File: config.mk
export PLATFORM = sky130hd
export DESIGN_NAME = exe_stage
export DESIGN_NICKNAME = d
export VERILOG_FILES = /design/src/rtl/exe_stage.sv
export SDC_FILE = /design/constraint.sdc
export NUM_CORES = 1
export LEC_CHECK = 0
export CORE_ASPECT_RATIO = 1.4
export CORE_MARGIN = 5
export CORE_UTILIZATION = 45
export CTS_CLUSTER_DIAMETER = 150
export DETAILED_ROUTE_END_ITERATION = 8
export HOLD_SLACK_MARGIN = 0.1
export PLACE_DENSITY_LB_ADDON = 0.3
export SLEW_MARGIN = 20
export SYNTH_ARGS = -nofsm -noshare
export SYNTH_HDL_FRONTEND = slang
export SYNTH_SLANG_ARGS = --single-unit
File: constraint.sdc
create_clock -name clk -period 9.6 [get_ports clk]
set_input_delay 2.88 -clock clk [delete_from_list [all_inputs] [get_ports clk]]
set_output_delay 2.88 -clock clk [all_outputs]
set_load 0.1 [all_outputs]
File: src/rtl/exe_stage.sv
// ---------------------------------------------------------------------------
// exe_stage
//   Execute stage of the pipeline. Performs the ALU operation selected by
//   exe_cmd, owns the NZCV status register, resolves the branch target and
//   taken signal, and registers the results into the EX/MEM pipeline register
//   with freeze (hold) and flush (bubble) handling.
//
// Optional feature macro: EXE_STATUS_BYPASS_EN
//   Defined   : status presents the next-state NZCV combinationally while an
//               S-instruction is updating, so the condition check upstream
//               sees the new flags without a stall.
//   Undefined : status is the registered value only.
//
// Ports
//   clk, rst_n            clock, asynchronous active-low reset
//   freeze                hold every EX/MEM register and status
//   flush                 load a bubble into EX/MEM on the next edge
//   exe_cmd               ALU command
//   mem_r_en_in, mem_w_en_in, wb_en_in, b_in, s_in   control bits from ID
//   val1, val2            ALU operands (Rn, shifted/immediate operand)
//   st_val_in             store data
//   dest_in               writeback register index
//   pc_in                 PC+4 of the instruction
//   imm24                 signed branch offset in words
//   br_taken, br_addr     combinational branch resolution
//   alu_res, st_val, dest, mem_r_en, mem_w_en, wb_en   EX/MEM register
//   status                NZCV, bit3=N .. bit0=V
// ---------------------------------------------------------------------------
module exe_stage #(
    parameter int DW = 32,
    parameter int RW = 4
) (
    input  logic          clk,
    input  logic          rst_n,
    input  logic          freeze,
    input  logic          flush,
    input  logic [3:0]    exe_cmd,
    input  logic          mem_r_en_in,
    input  logic          mem_w_en_in,
    input  logic          wb_en_in,
    input  logic          b_in,
    input  logic          s_in,
    input  logic [DW-1:0] val1,
    input  logic [DW-1:0] val2,
    input  logic [DW-1:0] st_val_in,
    input  logic [RW-1:0] dest_in,
    input  logic [DW-1:0] pc_in,
    input  logic [23:0]   imm24,
    output logic          br_taken,
    output logic [DW-1:0] br_addr,
    output logic [DW-1:0] alu_res,
    output logic [DW-1:0] st_val,
    output logic [RW-1:0] dest,
    output logic          mem_r_en,
    output logic          mem_w_en,
    output logic          wb_en,
    output logic [3:0]    status
);

    localparam logic [3:0] CMD_MOV = 4'b0001;
    localparam logic [3:0] CMD_MVN = 4'b1001;
    localparam logic [3:0] CMD_ADD = 4'b0010;
    localparam logic [3:0] CMD_ADC = 4'b0011;
    localparam logic [3:0] CMD_SUB = 4'b0100;
    localparam logic [3:0] CMD_SBC = 4'b0101;
    localparam logic [3:0] CMD_AND = 4'b0110;
    localparam logic [3:0] CMD_ORR = 4'b0111;
    localparam logic [3:0] CMD_EOR = 4'b1000;

    logic [DW-1:0] alu_res_q, alu_res_d;
    logic [DW-1:0] st_val_q,  st_val_d;
    logic [RW-1:0] dest_q,    dest_d;
    logic          mem_r_en_q, mem_r_en_d;
    logic          mem_w_en_q, mem_w_en_d;
    logic          wb_en_q,    wb_en_d;
    logic [3:0]    status_q,   status_d;

    logic [DW-1:0] alu_out;
    logic [3:0]    alu_nzcv;
    logic [DW:0]   add_sum;
    logic [DW:0]   sub_sum;
    logic [DW:0]   add_cin;
    logic [DW:0]   sub_cin;
    logic          c_flag;

    assign c_flag = status_q[1];

    // Subtraction is val1 + ~val2 + carry-in, so the carry out is directly
    // the no-borrow flag; SUB uses carry-in 1, SBC uses the current C.
    always_comb begin
        add_cin = '0;
        sub_cin = '0;
        add_cin[0] = (exe_cmd == CMD_ADC) ? c_flag : 1'b0;
        sub_cin[0] = (exe_cmd == CMD_SBC) ? c_flag : 1'b1;
        add_sum = {1'b0, val1} + {1'b0, val2} + add_cin;
        sub_sum = {1'b0, val1} + {1'b0, ~val2} + sub_cin;
    end

    always_comb begin
        alu_out  = '0;
        alu_nzcv = status_q;
        case (exe_cmd)
            CMD_MOV: alu_out = val2;
            CMD_MVN: alu_out = ~val2;
            CMD_AND: alu_out = val1 & val2;
            CMD_ORR: alu_out = val1 | val2;
            CMD_EOR: alu_out = val1 ^ val2;
            CMD_ADD, CMD_ADC: alu_out = add_sum[DW-1:0];
            CMD_SUB, CMD_SBC: alu_out = sub_sum[DW-1:0];
            default: alu_out = '0;
        endcase

        case (exe_cmd)
            CMD_MOV, CMD_MVN, CMD_AND, CMD_ORR, CMD_EOR: begin
                alu_nzcv[3] = alu_out[DW-1];
                alu_nzcv[2] = (alu_out == '0);
            end
            CMD_ADD, CMD_ADC: begin
                alu_nzcv[3] = alu_out[DW-1];
                alu_nzcv[2] = (alu_out == '0);
                alu_nzcv[1] = add_sum[DW];
                alu_nzcv[0] = (val1[DW-1] == val2[DW-1]) &&
                              (alu_out[DW-1] != val1[DW-1]);
            end
            CMD_SUB, CMD_SBC: begin
                alu_nzcv[3] = alu_out[DW-1];
                alu_nzcv[2] = (alu_out == '0);
                alu_nzcv[1] = sub_sum[DW];
                alu_nzcv[0] = (val1[DW-1] != val2[DW-1]) &&
                              (alu_out[DW-1] != val1[DW-1]);
            end
            default: alu_nzcv = status_q;
        endcase
    end

    // Freeze has priority over flush; a flushed slot leaves status alone.
    always_comb begin
        alu_res_d  = alu_res_q;
        st_val_d   = st_val_q;
        dest_d     = dest_q;
        mem_r_en_d = mem_r_en_q;
        mem_w_en_d = mem_w_en_q;
        wb_en_d    = wb_en_q;
        status_d   = status_q;
        if (!freeze) begin
            if (flush) begin
                alu_res_d  = '0;
                st_val_d   = '0;
                dest_d     = '0;
                mem_r_en_d = 1'b0;
                mem_w_en_d = 1'b0;
                wb_en_d    = 1'b0;
            end else begin
                alu_res_d  = alu_out;
                st_val_d   = st_val_in;
                dest_d     = dest_in;
                mem_r_en_d = mem_r_en_in;
                mem_w_en_d = mem_w_en_in;
                wb_en_d    = wb_en_in;
                if (s_in) begin
                    status_d = alu_nzcv;
                end
            end
        end
    end

    always_ff @(posedge clk or negedge rst_n) begin
        if (!rst_n) begin
            alu_res_q  <= '0;
            st_val_q   <= '0;
            dest_q     <= '0;
            mem_r_en_q <= 1'b0;
            mem_w_en_q <= 1'b0;
            wb_en_q    <= 1'b0;
            status_q   <= 4'b0000;
        end else begin
            alu_res_q  <= alu_res_d;
            st_val_q   <= st_val_d;
            dest_q     <= dest_d;
            mem_r_en_q <= mem_r_en_d;
            mem_w_en_q <= mem_w_en_d;
            wb_en_q    <= wb_en_d;
            status_q   <= status_d;
        end
    end

    assign br_taken = b_in & ~freeze;
    assign br_addr  = pc_in + {{(DW-26){imm24[23]}}, imm24, 2'b00};

    assign alu_res  = alu_res_q;
    assign st_val   = st_val_q;
    assign dest     = dest_q;
    assign mem_r_en = mem_r_en_q;
    assign mem_w_en = mem_w_en_q;
    assign wb_en    = wb_en_q;

`ifdef EXE_STATUS_BYPASS_EN
    assign status = status_d;
`else
    assign status = status_q;
`endif

endmodule

==> summary.txt <==
Status - finished clean
R2r setup slk - 5470 ps
Mapped Cells - 1410
Sw Ratio - 49.8%
Top cells by area, synth - dfrtp_1, ha_1, a21oi_1
Area grow syn2layout - 31.0%
Post-DP HPWL - 30800 microns
Multi-input gate area - 7820 sq um
Fillcell total - 2121
ANT nets after route - 0
WP data required - 6720 ps
Post-CTS Setup Bufs - 0
Crit path largest cell delay - 460 ps
R2R Path Start - status[1]
Worst-Skew Late Latency - 330 ps
Final setup skew - 6.43 ps
Final cycle utilization of the critical path - 96.4%
Post-synthesis sequential area ratio - 17.8%
Total Neg Setup Slack - 0 ps
Internal Dissipation - 0.976 mW
Largest net degree at the start of global routing - 106
Total Power - 1.94 mW
Post-synth top area share - 17.8%
# DRC - 0
Worst Max-Slew Pin Slew - 1210 ps
Pre-CTS setup slack - 388 ps
Count of cell types in the netlist - 82
Rows - 66
Hold Slack - 473 ps
RSZ-0062 raised after global routing - false
R2R depth - 15
Hold Path Class - reg -> reg
FFs w/ async S/R, synth - 100%
Cells on Worst Hold Path - 2
GRT Overall Usage - 27.3%
Sink of the worst hold path - alu_res[1]
Final Max Tran Viols - 0
Seq pwr share - 18.9%
Via count - 11700
I/O Buffers - 272
Total Wirelength - 38800 microns
Via density - 6.04
Diode count - 0
R2r endpoint - status[2]
CP max FO - 3
Core ar. - 23100 sq um
CP Capture Type - output pin
Post-synth EDFFs - 0
Setup CP Type - in -> out
First-pass GRT wire length - 59200 microns
Count leader, synth - inv_1
CTS Buffer Depth - 2
Hold Fails Final Rpt - 0
Synth cell count leaders - inv_1, nand2_1, ha_1
Crit path buffers/inverters - 3
Total gr overflow - 0
Setup slack after layout - 347 ps
Cts bufs inserted - 9
Crit-path cells - clkdlybuf4s50_1 > ha_1 > inv_1 > fa_1 > nor2b_1 > o21ai_0 > a21boi_0 > o21ai_1 > a21oi_1 > o21ai_1 > a2111oi_0 > or4b_1 > a31oi_1 > a311o_1 > buf_12
PD cells - 141 nW/um^2
Crit-path leading delay family - compound AO/OA/AOI/OAI gates
Dominant synthesized flop cell - dfrtp_1
Clk pin slew, worst setup/hold paths - 60 ps
Leading area contributor after synthesis - dfrtp_1
Mean Syn Cell Area - 7.47 sq um
Layout cells sized above 1 - 5.36%
Initial antenna violation count - 0
Nets - 1916
Setup violators final - 0
Cell area after synthesis - 10500 sq um
Data arrival, critical path - 6370 ps
Fin area - 13800 sq um
GP Congestion - 0.991
Comb pwr share - 61.1%
Resized Gates After CTS - 0
Number of global-route vias before repair - 11200
Worst Setup Start Kind - input port
Clk sinks - 75
Chip Width - 139 microns
Top cell by count, worst path - o21ai_1
Height of the die - 191 microns
Max Freq - 108 MHz
Clk network pwr share - 20.1%
Die ar. - 26600 sq um
Ys Warns - 0
Register area - 1880 sq um
Number of I/O pins - 277
Maximum VDD drop - 0.109 mV
H-tree levels - 3
Slew HR - 19.1%
Sw power - 0.969 mW
Initial Utilization - 45.5%
Hold_sp - alu_res[1]
Worst Setup SP - pc_in[2]
Mapped Nets - 1708
Slowest cell on crit path - clkdlybuf4s50_1
Synthesized flop and latch total - 75
Initial DRC count - 765
Placed Area - 13400 sq um
TritonCTS clock tree - done
Per-cell routed wire length - 20.1 microns
Hold buffers post-CTS - 0
Total of max-cap violations - 0
Final min period - 9250 ps
Leakage - 6.13 nW
First drt pass iteration count - 7
CTS root buffer - clkbuf_16
[metal layers]
| metal | up-vias | global-route usage, % | wire (microns) |
|---|---|---|---|
| met5 | - | 0 | 0 |
| met4 | 0 | 13.6 | 1990 |
| met3 | 136 | 4.63 | 2970 |
| met2 | 601 | 49.1 | 19000 |
| met1 | 5439 | 31.1 | 14900 |
| li1 | 5475 | - | - |
[area by class of cell]
class	instances	share of cell area, %
clock inverters	5	0.780
well taps	306	2.78
repair buffers	285	20.9
inverters	131	3.56
multi-input cells	1116	56.7
flip-flops and latches	75	13.6
clock buffers	11	1.76
[worst register-to-register path, stage by stage (launching register included)]
cell and delay [ps]:
dfrtp_1 460, nand3b_1 160, fa_1 230, inv_1 70, fa_1 450, nor2_1 140, o221ai_1 200, a21oi_1 440
nand3_1 220, a21oi_1 340, o311a_1 330, nor3_1 110, or4_1 500, and3_1 170, nand3_1 120, o21ai_1 80
[metrics by stage]
stage,util (%),instances
3_5_place_dp,58.1,1913
2_1_floorplan,-,1410
5_1_grt,59.7,1929
6_report,59.7,1929
3_3_place_gp,58.1,1913
4_1_cts,59.7,1929
[how the worst max path moves through the flow]
stage	cells past startpoint	endpoint	slack [ps]
2_1_floorplan	13	br_addr[28]	250
3_3_place_gp	14	br_addr[31]	450
3_5_place_dp	14	br_addr[31]	390
4_1_cts	14	br_addr[31]	380
5_1_grt	16	br_addr[30]	180
6_report	15	br_addr[30]	350
[cell usage in the layout, fill, tap and decap left out, drive strengths merged, types with 8 or more instances in the layout]
cell type / n
mux2i: 27
o221ai: 13
a21oi: 110
o21a: 10
nand4: 11
a22o: 24
xnor2: 42
nor2b: 16
ha: 124
o21bai: 10
a211o: 9
a22oi: 14
clkbuf: 11
inv: 132
a211oi: 13
nor2: 82
nor4: 17
or2: 9
o22ai: 18
a31oi: 16
nand2b: 51
and2: 12
o31ai: 14
buf: 43
dfrtp: 75
nand3: 24
nor3: 28
o211ai: 13
xor2: 22
clkdlybuf4s50: 242
o21ai: 114
nand2: 128
and3: 10
or3: 8
a21o: 27
[power by group through the flow]
| stage | Sequential (mW) | Clock (mW) | Combinational [mW] |
|---|---|---|---|
| floorplan | 0.594 | 0 | 0.601 |
| global placement | 0.371 | 0 | 1.17 |
| detailed placement | 0.372 | 0 | 1.18 |
| CTS | 0.367 | 0.397 | 1.18 |
| global route | 0.370 | 0.410 | 1.25 |
| finish | 0.367 | 0.391 | 1.19 |
[cells by family (layout without fill, tap and decap cells)]
kind of cell	count (synthesis)	count (layout)	synth area share, %
AO/OA/AOI/OAI	479	479	30.6
XOR/XNOR	64	64	5.32
adder cells (fa/ha/maj)	129	129	15.7
buffers and inverters	219	432	8.20
flip-flops	75	75	17.8
multiplexers	30	30	2.89
AND/OR/NAND/NOR	414	414	19.4
[sequential cells by signal, indices dropped and copies added (netlist names)]
register	count
dest	4
wb_en	1
st_val	32
alu_res	32
mem_r_en	1
status	4
mem_w_en	1
Note: power is estimated with default switching activity, not from simulation.
